$ cat config.mk
export PLATFORM = sky130hd
export DESIGN_NAME = mux74151_emulator
export DESIGN_NICKNAME = d
export VERILOG_FILES = /design/src/rtl/mux74151_emulator.sv
export SDC_FILE = /design/constraint.sdc
export NUM_CORES = 1
export LEC_CHECK = 0
export CAP_MARGIN = 20
export CORE_MARGIN = 3
export CORE_UTILIZATION = 55
export DETAILED_ROUTE_END_ITERATION = 16
export PLACE_DENSITY = 0.78
export SYNTH_ARGS = -nofsm -noshare
export SYNTH_HDL_FRONTEND = slang
export SYNTH_SLANG_ARGS = --single-unit
export TNS_END_PERCENT = 10
$ cat constraint.sdc
create_clock -name Clk -period 2.7 [get_ports Clk]
set_input_delay 0.27 -clock Clk [delete_from_list [all_inputs] [get_ports Clk]]
set_output_delay 0.27 -clock Clk [all_outputs]
set_load 0.02 [all_outputs]
$ cat src/rtl/mux74151_emulator.sv
`default_nettype none
// ============================================================================
//  Module   : mux74151_emulator
//  Purpose  : Pin-level responder emulating a 74151 8-to-1 multiplexer with a
//             programmable settling delay. Optional fault injection is
//             compiled in when CHIP74151_FAULT_INJECT_EN is defined.
//  Revision : 1.0  initial release
// ============================================================================
module mux74151_emulator #(
    parameter int DELAY_CYC = 2
) (
    input  logic       Clk,
    input  logic       Reset,
    input  logic [7:0] D,
    input  logic [2:0] Sel,
    input  logic       G_n,
    input  logic [1:0] Fault,
    output logic       Y,
    output logic       W,
    output logic       Settled,
    output logic [7:0] ChangeCnt
);

    localparam logic [3:0] c_DELAY_LOAD = 4'(DELAY_CYC);
    localparam bit         c_ZERO_DELAY = (DELAY_CYC == 0);

    typedef enum logic [1:0] {
        ST_FILL   = 2'd0,
        ST_SETTLE = 2'd1,
        ST_IDLE   = 2'd2
    } state_t;

    state_t      state_q,   state_d;
    logic [11:0] sync1_q,   sync1_d;
    logic [11:0] sync2_q,   sync2_d;
    logic [11:0] sp_q,      sp_d;
    logic        fill_q,    fill_d;
    logic [3:0]  cnt_q,     cnt_d;
    logic [7:0]  chg_q,     chg_d;
    logic        y_q,       y_d;
    logic        w_q,       w_d;
    logic        settled_q, settled_d;

    logic        w_change;
    logic [11:0] w_src;
    logic [7:0]  w_src_data;
    logic [2:0]  w_eff_sel;
    logic        w_y_new;
    logic        w_w_new;

    // Stimulus vector layout: {G_n, Sel[2:0], D[7:0]}
    assign sync1_d  = {G_n, Sel, D};
    assign sync2_d  = sync1_q;
    assign w_change = (sync2_q != sp_q);

    // The only commit taken while still in FILL happens with a zero delay on the
    // fill-exit edge, where the second stage has not yet caught the pins.
    assign w_src      = (state_q == ST_FILL) ? sync1_q : sync2_q;
    assign w_src_data = w_src[7:0];

`ifdef CHIP74151_FAULT_INJECT_EN
    logic [1:0] fsync1_q, fsync1_d;
    logic [1:0] fsync2_q, fsync2_d;
    logic [1:0] fault_r_q, fault_r_d;
    logic [1:0] w_src_fault;
    logic       w_y_pre;

    assign fsync1_d    = Fault;
    assign fsync2_d    = fsync1_q;
    assign w_src_fault = (state_q == ST_FILL) ? fsync1_q : fsync2_q;
    assign w_eff_sel   = {w_src[10:9], w_src[8] & (w_src_fault != 2'b11)};
    assign w_y_pre     = ~w_src[11] & w_src_data[w_eff_sel];
    assign w_y_new     = (w_src_fault == 2'b01) ? 1'b0 : w_y_pre;
    assign w_w_new     = (w_src_fault == 2'b10) ? w_y_new : ~w_y_new;
`else
    logic w_unused_fault;

    assign w_unused_fault = ^Fault;
    assign w_eff_sel      = w_src[10:8];
    assign w_y_new        = ~w_src[11] & w_src_data[w_eff_sel];
    assign w_w_new        = ~w_y_new;
`endif

    always_comb begin
        state_d   = state_q;
        fill_d    = fill_q;
        cnt_d     = cnt_q;
        chg_d     = chg_q;
        y_d       = y_q;
        w_d       = w_q;
        settled_d = settled_q;
        // While filling, Sp shadows the value S is about to take so the
        // synchronizer ramp-up is never mistaken for a stimulus change.
        sp_d      = (state_q == ST_FILL) ? sync1_q : sync2_q;
`ifdef CHIP74151_FAULT_INJECT_EN
        fault_r_d = fault_r_q;
`endif

        case (state_q)
            ST_FILL: begin
                fill_d = 1'b1;
                if (fill_q) begin
                    if (c_ZERO_DELAY) begin
                        y_d       = w_y_new;
                        w_d       = w_w_new;
                        settled_d = 1'b1;
`ifdef CHIP74151_FAULT_INJECT_EN
                        fault_r_d = w_src_fault;
`endif
                        state_d   = ST_IDLE;
                    end else begin
                        cnt_d   = c_DELAY_LOAD;
                        state_d = ST_SETTLE;
                    end
                end
            end

            ST_SETTLE: begin
                if (w_change) begin
                    chg_d = (chg_q == 8'hFF) ? chg_q : chg_q + 8'd1;
                    cnt_d = c_DELAY_LOAD;
                end else if (cnt_q <= 4'd1) begin
                    y_d       = w_y_new;
                    w_d       = w_w_new;
                    settled_d = 1'b1;
`ifdef CHIP74151_FAULT_INJECT_EN
                    fault_r_d = w_src_fault;
`endif
                    state_d   = ST_IDLE;
                end else begin
                    cnt_d = cnt_q - 4'd1;
                end
            end

            ST_IDLE: begin
                if (w_change) begin
                    chg_d = (chg_q == 8'hFF) ? chg_q : chg_q + 8'd1;
                    if (c_ZERO_DELAY) begin
                        y_d       = w_y_new;
                        w_d       = w_w_new;
`ifdef CHIP74151_FAULT_INJECT_EN
                        fault_r_d = w_src_fault;
`endif
                    end else begin
                        settled_d = 1'b0;
                        cnt_d     = c_DELAY_LOAD;
                        state_d   = ST_SETTLE;
                    end
                end
            end

            default: begin
                state_d = ST_FILL;
            end
        endcase
    end

    always_ff @(posedge Clk or posedge Reset) begin
        if (Reset) begin
            state_q   <= ST_FILL;
            sync1_q   <= 12'd0;
            sync2_q   <= 12'd0;
            sp_q      <= 12'd0;
            fill_q    <= 1'b0;
            cnt_q     <= 4'd0;
            chg_q     <= 8'd0;
            y_q       <= 1'b0;
            w_q       <= 1'b1;
            settled_q <= 1'b0;
`ifdef CHIP74151_FAULT_INJECT_EN
            fsync1_q  <= 2'b00;
            fsync2_q  <= 2'b00;
            fault_r_q <= 2'b00;
`endif
        end else begin
            state_q   <= state_d;
            sync1_q   <= sync1_d;
            sync2_q   <= sync2_d;
            sp_q      <= sp_d;
            fill_q    <= fill_d;
            cnt_q     <= cnt_d;
            chg_q     <= chg_d;
            y_q       <= y_d;
            w_q       <= w_d;
            settled_q <= settled_d;
`ifdef CHIP74151_FAULT_INJECT_EN
            fsync1_q  <= fsync1_d;
            fsync2_q  <= fsync2_d;
            fault_r_q <= fault_r_d;
`endif
        end
    end

    assign Y         = y_q;
    assign W         = w_q;
    assign Settled   = settled_q;
    assign ChangeCnt = chg_q;

endmodule
`default_nettype wire

# After elaboration in Yosys (flattened, before gate mapping)
# Index checks and enable logic that the tools add are counted.
totals:
  ff_bits: 54
  in_bits: 16
  out_inout_bits: 11
  word_cells: 54
op_classes:
  addsub: 2
  magnitude_cmp: 2
  n_eq_ne: 9
  muxes: 17
  bitwise: 5
  n_reduce_logical: 9
ops:
  columns: ["operator", "count"]
  rows:
  - ["4-bit 2-to-1 mux", 4]
  - ["12-bit 2-to-1 mux", 1]
  - ["12-bit != test", 1]
  - ["4-bit case mux with 3 select lines", 1]
  - ["4-bit AND reduction", 3]
  - ["8-bit by 1-bit adder with 8-bit output, second input constant", 1]
  - ["8-bit == test, second input constant", 1]
  - ["2-bit 2-to-1 mux", 4]
  - ["2-bit != test, second input constant", 4]
  - ["2-bit case mux with 3 select lines", 1]
  - ["3-bit AND reduction", 2]
  - ["4-bit by 1-bit <= comparator with 1-bit output, second input constant", 1]
  - ["3-bit by 4-bit < comparator with 1-bit output, second input constant", 1]
  - ["1-bit 2-to-1 mux", 4]
  - ["1-bit NOT", 4]
  - ["4-bit by 1-bit subtractor with 4-bit output, second input constant", 1]
  - ["1-bit binary-select mux with 3-bit select", 1]
  - ["3-bit != test, second input constant", 1]
  - ["3-bit nonzero test", 1]
  - ["2-bit by 1-bit == test with 1-bit output, second input constant", 1]
  - ["2-bit == test, second input constant", 1]
  - ["2-bit zero test", 1]
  - ["1-bit case mux with 2 select lines", 1]
  - ["2-bit nonzero test", 1]
  - ["other kinds (2)", 2]

# Logic depth before layout (Yosys ltp)
# Gate-level depths: netlist of run 1.
depth:
  word_depth: 6
  ltp_mapped: 8
  depth_no_buf: 7

# Worst setup path before layout of run 1
# Ideal clock, no wire load.
synth_path:
  path_type: "register -> register"
  from: "register state_q[0]"
  to: "register y_q, in the netlist Y"
  setup_ns: 0.122
  t_arrival_ns: 2.016
  required_ns: 2.578
  slack_ns: 0.562
  stages_incl_launch_ff: 8
  n_path_buf: 0
  synth_period_minus_slack_ns: 2.138
  path_cell_list: "dfrtp_1 -> inv_1 -> ha_1 -> mux2i_4 -> mux4_2 -> a32oi_1 -> a2111oi_2 -> nand2b_1"
synth_between:
  elab_chain_len: 5
  elab_cells_between_ends: 8
  cone_classes: "1 x eq/ne; 3 x mux; 2 x bitwise; 2 x reduce/logical"
synth_lines:
  columns: ["item", "line", "rtl"]
  rows:
  - ["from (decl)", "33", "state_t state_q, state_d;"]
  - ["from (signal assigned)", "176", "state_q <= state_d;"]
  - ["2-bit zero test", "58", "assign w_src = (state_q == ST_FILL) ? sync1_q : sync2_q;"]
  - ["12-bit 2-to-1 mux", "58", null]
  - ["1-bit binary-select mux with 3-bit select", "80", "assign w_y_new = ~w_src[11] & w_src_data[w_eff_sel];"]
  - ["1-bit 2-to-1 mux (not written as such)", "80", null]
  - ["1-bit bitwise AND", "80", null]
  - ["to (signal assigned)", "183", "y_q <= y_d;"]
  - ["to (decl)", "40", "logic y_q, y_d;"]
# Parallel ways exist; a longest one is shown, timed or not. The select of a mux whose other input is x is not followed.
# A chain may end at the register's enable or synchronous reset.

# Final worst setup path of run 1
layout_path:
  from: "register state_q[1]"
  to: "register y_q, in the netlist Y"
# Same word-level chain as after synthesis.

==> results.cfg, run 1 <==
[clocking]
clkTransAtPathRegs_ns = 0.09
cts_root_buffer = clkbuf_8
cts_max_path_buffers = 2
numCtsBuffers = 5
cts_tree = built
htreeDepth = 2
ctsHoldBuffers = 0
clk_latency_ns = 0.30
ctsResizeCount = 0
cts_sinks = 54
postCtsSetupBuffers = 0

[route]
firstDrtPassIters = 6
drc_errors = 0
vias_per_cell = 5.63
drt_iter0_markers = 107
routedWlPerCell_microns = 16.0
antenna_left = 0
wl_mm = 4.18
vias = 1474

[layout]
layout.nets = 235
insertedDiodeCount = 0
n_fill_cell = 292
finalInstanceArea_sq_um = 2820
multi_input_area_sq_um = 978
seqCellArea_sq_um = 1350
area_growth_pct = 18.0
drive_gt1_frac = 0.170

[worst_setup_path]
path_class = reg -> reg
crit_fanout = 5
crit_arrival_ns = 2.54
crit_path_end_kind = flop
ff2ff_setup_slack_ns = 0.36
worstPathRequired_ns = 2.90
critPathLaunchType = flop

[grt]
grt_pass1_vias = 1480
grt_pass1_wl_mm = 7.14
grt_use_total = 0.181
grt_max_degree = 23
antenna_found_initial = 0
grt_overflow = 0

[yosys]
ys_types = 40
synthCells = 179
synth_seq_area_share = 0.566
ys_warn_count = 0
syn_area_sq_um = 2390
syn-num-nets = 203
yosys.area.top_type = dfrtp_1
synth-seq-cells = 54
async_flop_share = 1.00
synth_edf_count = 0
syn_area_per_cell_sq_um = 13.4
yosys-top-cells-area = dfrtp_1 55%, mux2_2 6.1%, xor2_1 4.4%, ha_1 4.2%, mux2i_1 2.9%
yosys.area.top_type_share = 0.555
synth_ff_type = dfrtp_1

[timing]
rsz0062_at_grt = no
relSlewSlack = 0.590
timing.fmax_ghz = 0.426
setup_violations = 0
tightest_slew_ns = 0.612
skew_ns = 0.00636
slew_violations = 0
tns_ns = 0
hold_viol = 0
period_share = 0.868
period_needed_ns = 2.34

[pwr]
ir_worst_vdd_mv = 0.503
p_leak_nw = 1.22
power_density_nw_per_um2 = 926

[hold_path]
hold_class = in -> async

[run_status]
outcome = finished, final reports clean

[placed_design]
dpl-instance-area_sq_um = 2710
port_buffers = 24
gp_congestion = 0.822
dp_hpwl_mm = 3.12

[floorplanning]
ios = 27
fp.coreArea_sq_um = 4090
die-area_sq_um = 5170
num_rows = 23
initial_core_util = 0.585
fp.dieH_microns = 71.9
die_x_microns = 71.9

[flow_run]
drv_cap = 0
[state kept, by name, indices dropped and copies added (netlist names)]
name	flops
sp_q	12
sync2_q	12
fill_q	1
state_q	2
Y	1
W	1
Settled	1
ChangeCnt	8
cnt_q	4
sync1_q	12
[area by class of cell]
type                       instances  share of cell area
tap                               50              0.0222
multi-input combinational        110               0.347
inverter                          12              0.0160
sequential                        54               0.479
clock buffer                       5              0.0244
timing repair buffer              28              0.0958
clock inverter                     3              0.0155
[path summary, 6_finish.rpt]
| path | start | endpoint | cells past startpoint |
|---|---|---|---|
| min reg2reg | sync1_q[11] | sync2_q[11] | 0 |
| min in group Clk | sync1_q[11] | sync2_q[11] | 0 |
| max reg2reg | state_q[1] | Y | 7 |
| min | Reset | ChangeCnt[5] | 2 |
| max in group asynchronous | Reset | W | 3 |
| max | state_q[1] | Y | 7 |
[worst max-delay path, stage by stage (launching register included)]
cell       delay [ns]
dfrtp_1          0.42
inv_1            0.12
ha_1             0.25
mux2i_4          0.37
mux4_2           0.55
a32oi_1          0.26
a2111oi_2        0.11
nand2b_1         0.16
[power breakdown]
group | switching (mW) | internal, mW
Combinational | 0.506 | 0.468
Clock | 0.258 | 0.278
Sequential | 0.134 | 0.969
[synthesized netlist by cell type (all sizes together), types with 2 or more instances]
master and instances:
a31oi 2, a32oi 2, and3 3, and4 3, clkbuf 2, dfrtp 53
ha 8, inv 12, mux2 14, mux2i 8, mux4 2, nand2 6
nand2b 2, nand3 2, nand4 4, nand4bb 2, nor2 6, nor2b 2
nor3 3, nor4 4, o21ai 8, xnor2 5, xor2 13
[stage by stage]
stage	std cells	hold WS [ns]	power [mW]	worst slack (ns)	util
2_1_floorplan	179	0.301	1.80	0.562	-
4_1_cts	262	0.295	2.64	0.349	0.690
3_5_place_dp	254	0.361	2.10	0.374	0.663
3_3_place_gp	254	0.359	2.04	0.436	0.663
6_report	262	0.281	2.61	0.355	0.690
5_1_grt	262	0.325	2.79	0.221	0.690
[layer usage]
metal  GRT usage  part of all wire  vias to the layer above
met2       0.311              0.53                       42
met4      0.0564             0.013                        0
li1            -                 -                      695
met1       0.226              0.41                      730
met5           0                 0                        -
met3      0.0457             0.044                        7
[cell usage in the layout, fill, tap and decap left out, drive strengths merged, types with 2 or more instances in the layout]
cell type,n
nor2b,2
dfrtp,53
nand3,2
a31oi,2
nand4bb,2
clkdlybuf4s50,24
mux4,2
o21ai,8
inv,13
nor2,6
buf,4
mux2i,8
nand2,6
nand2b,2
nand4,4
mux2,14
and3,3
and4,3
xnor2,5
nor4,4
xor2,13
clkbuf,5
ha,8
a32oi,2
nor3,3
[kinds of logic (layout without fill, tap and decap cells)]
| group | Yosys count | after routing | share of synthesized area |
|---|---|---|---|
| flops | 54 | 54 | 0.566 |
| simple gates | 40 | 40 | 0.116 |
| mux | 24 | 24 | 0.123 |
| compound gates | 20 | 20 | 0.0586 |
| xor+xnor | 18 | 18 | 0.0691 |
| buf+inv | 15 | 48 | 0.0251 |
| fa+ha+maj | 8 | 8 | 0.0419 |
No activity file was read; power rests on OpenSTA's default activity.
==> run 2: changes to the inputs <==
Settings changed: CTS_CLUSTER_SIZE set to 40.
==> results of run 2 <==
Final layout, timing and power as in run 1 (identical DEF).
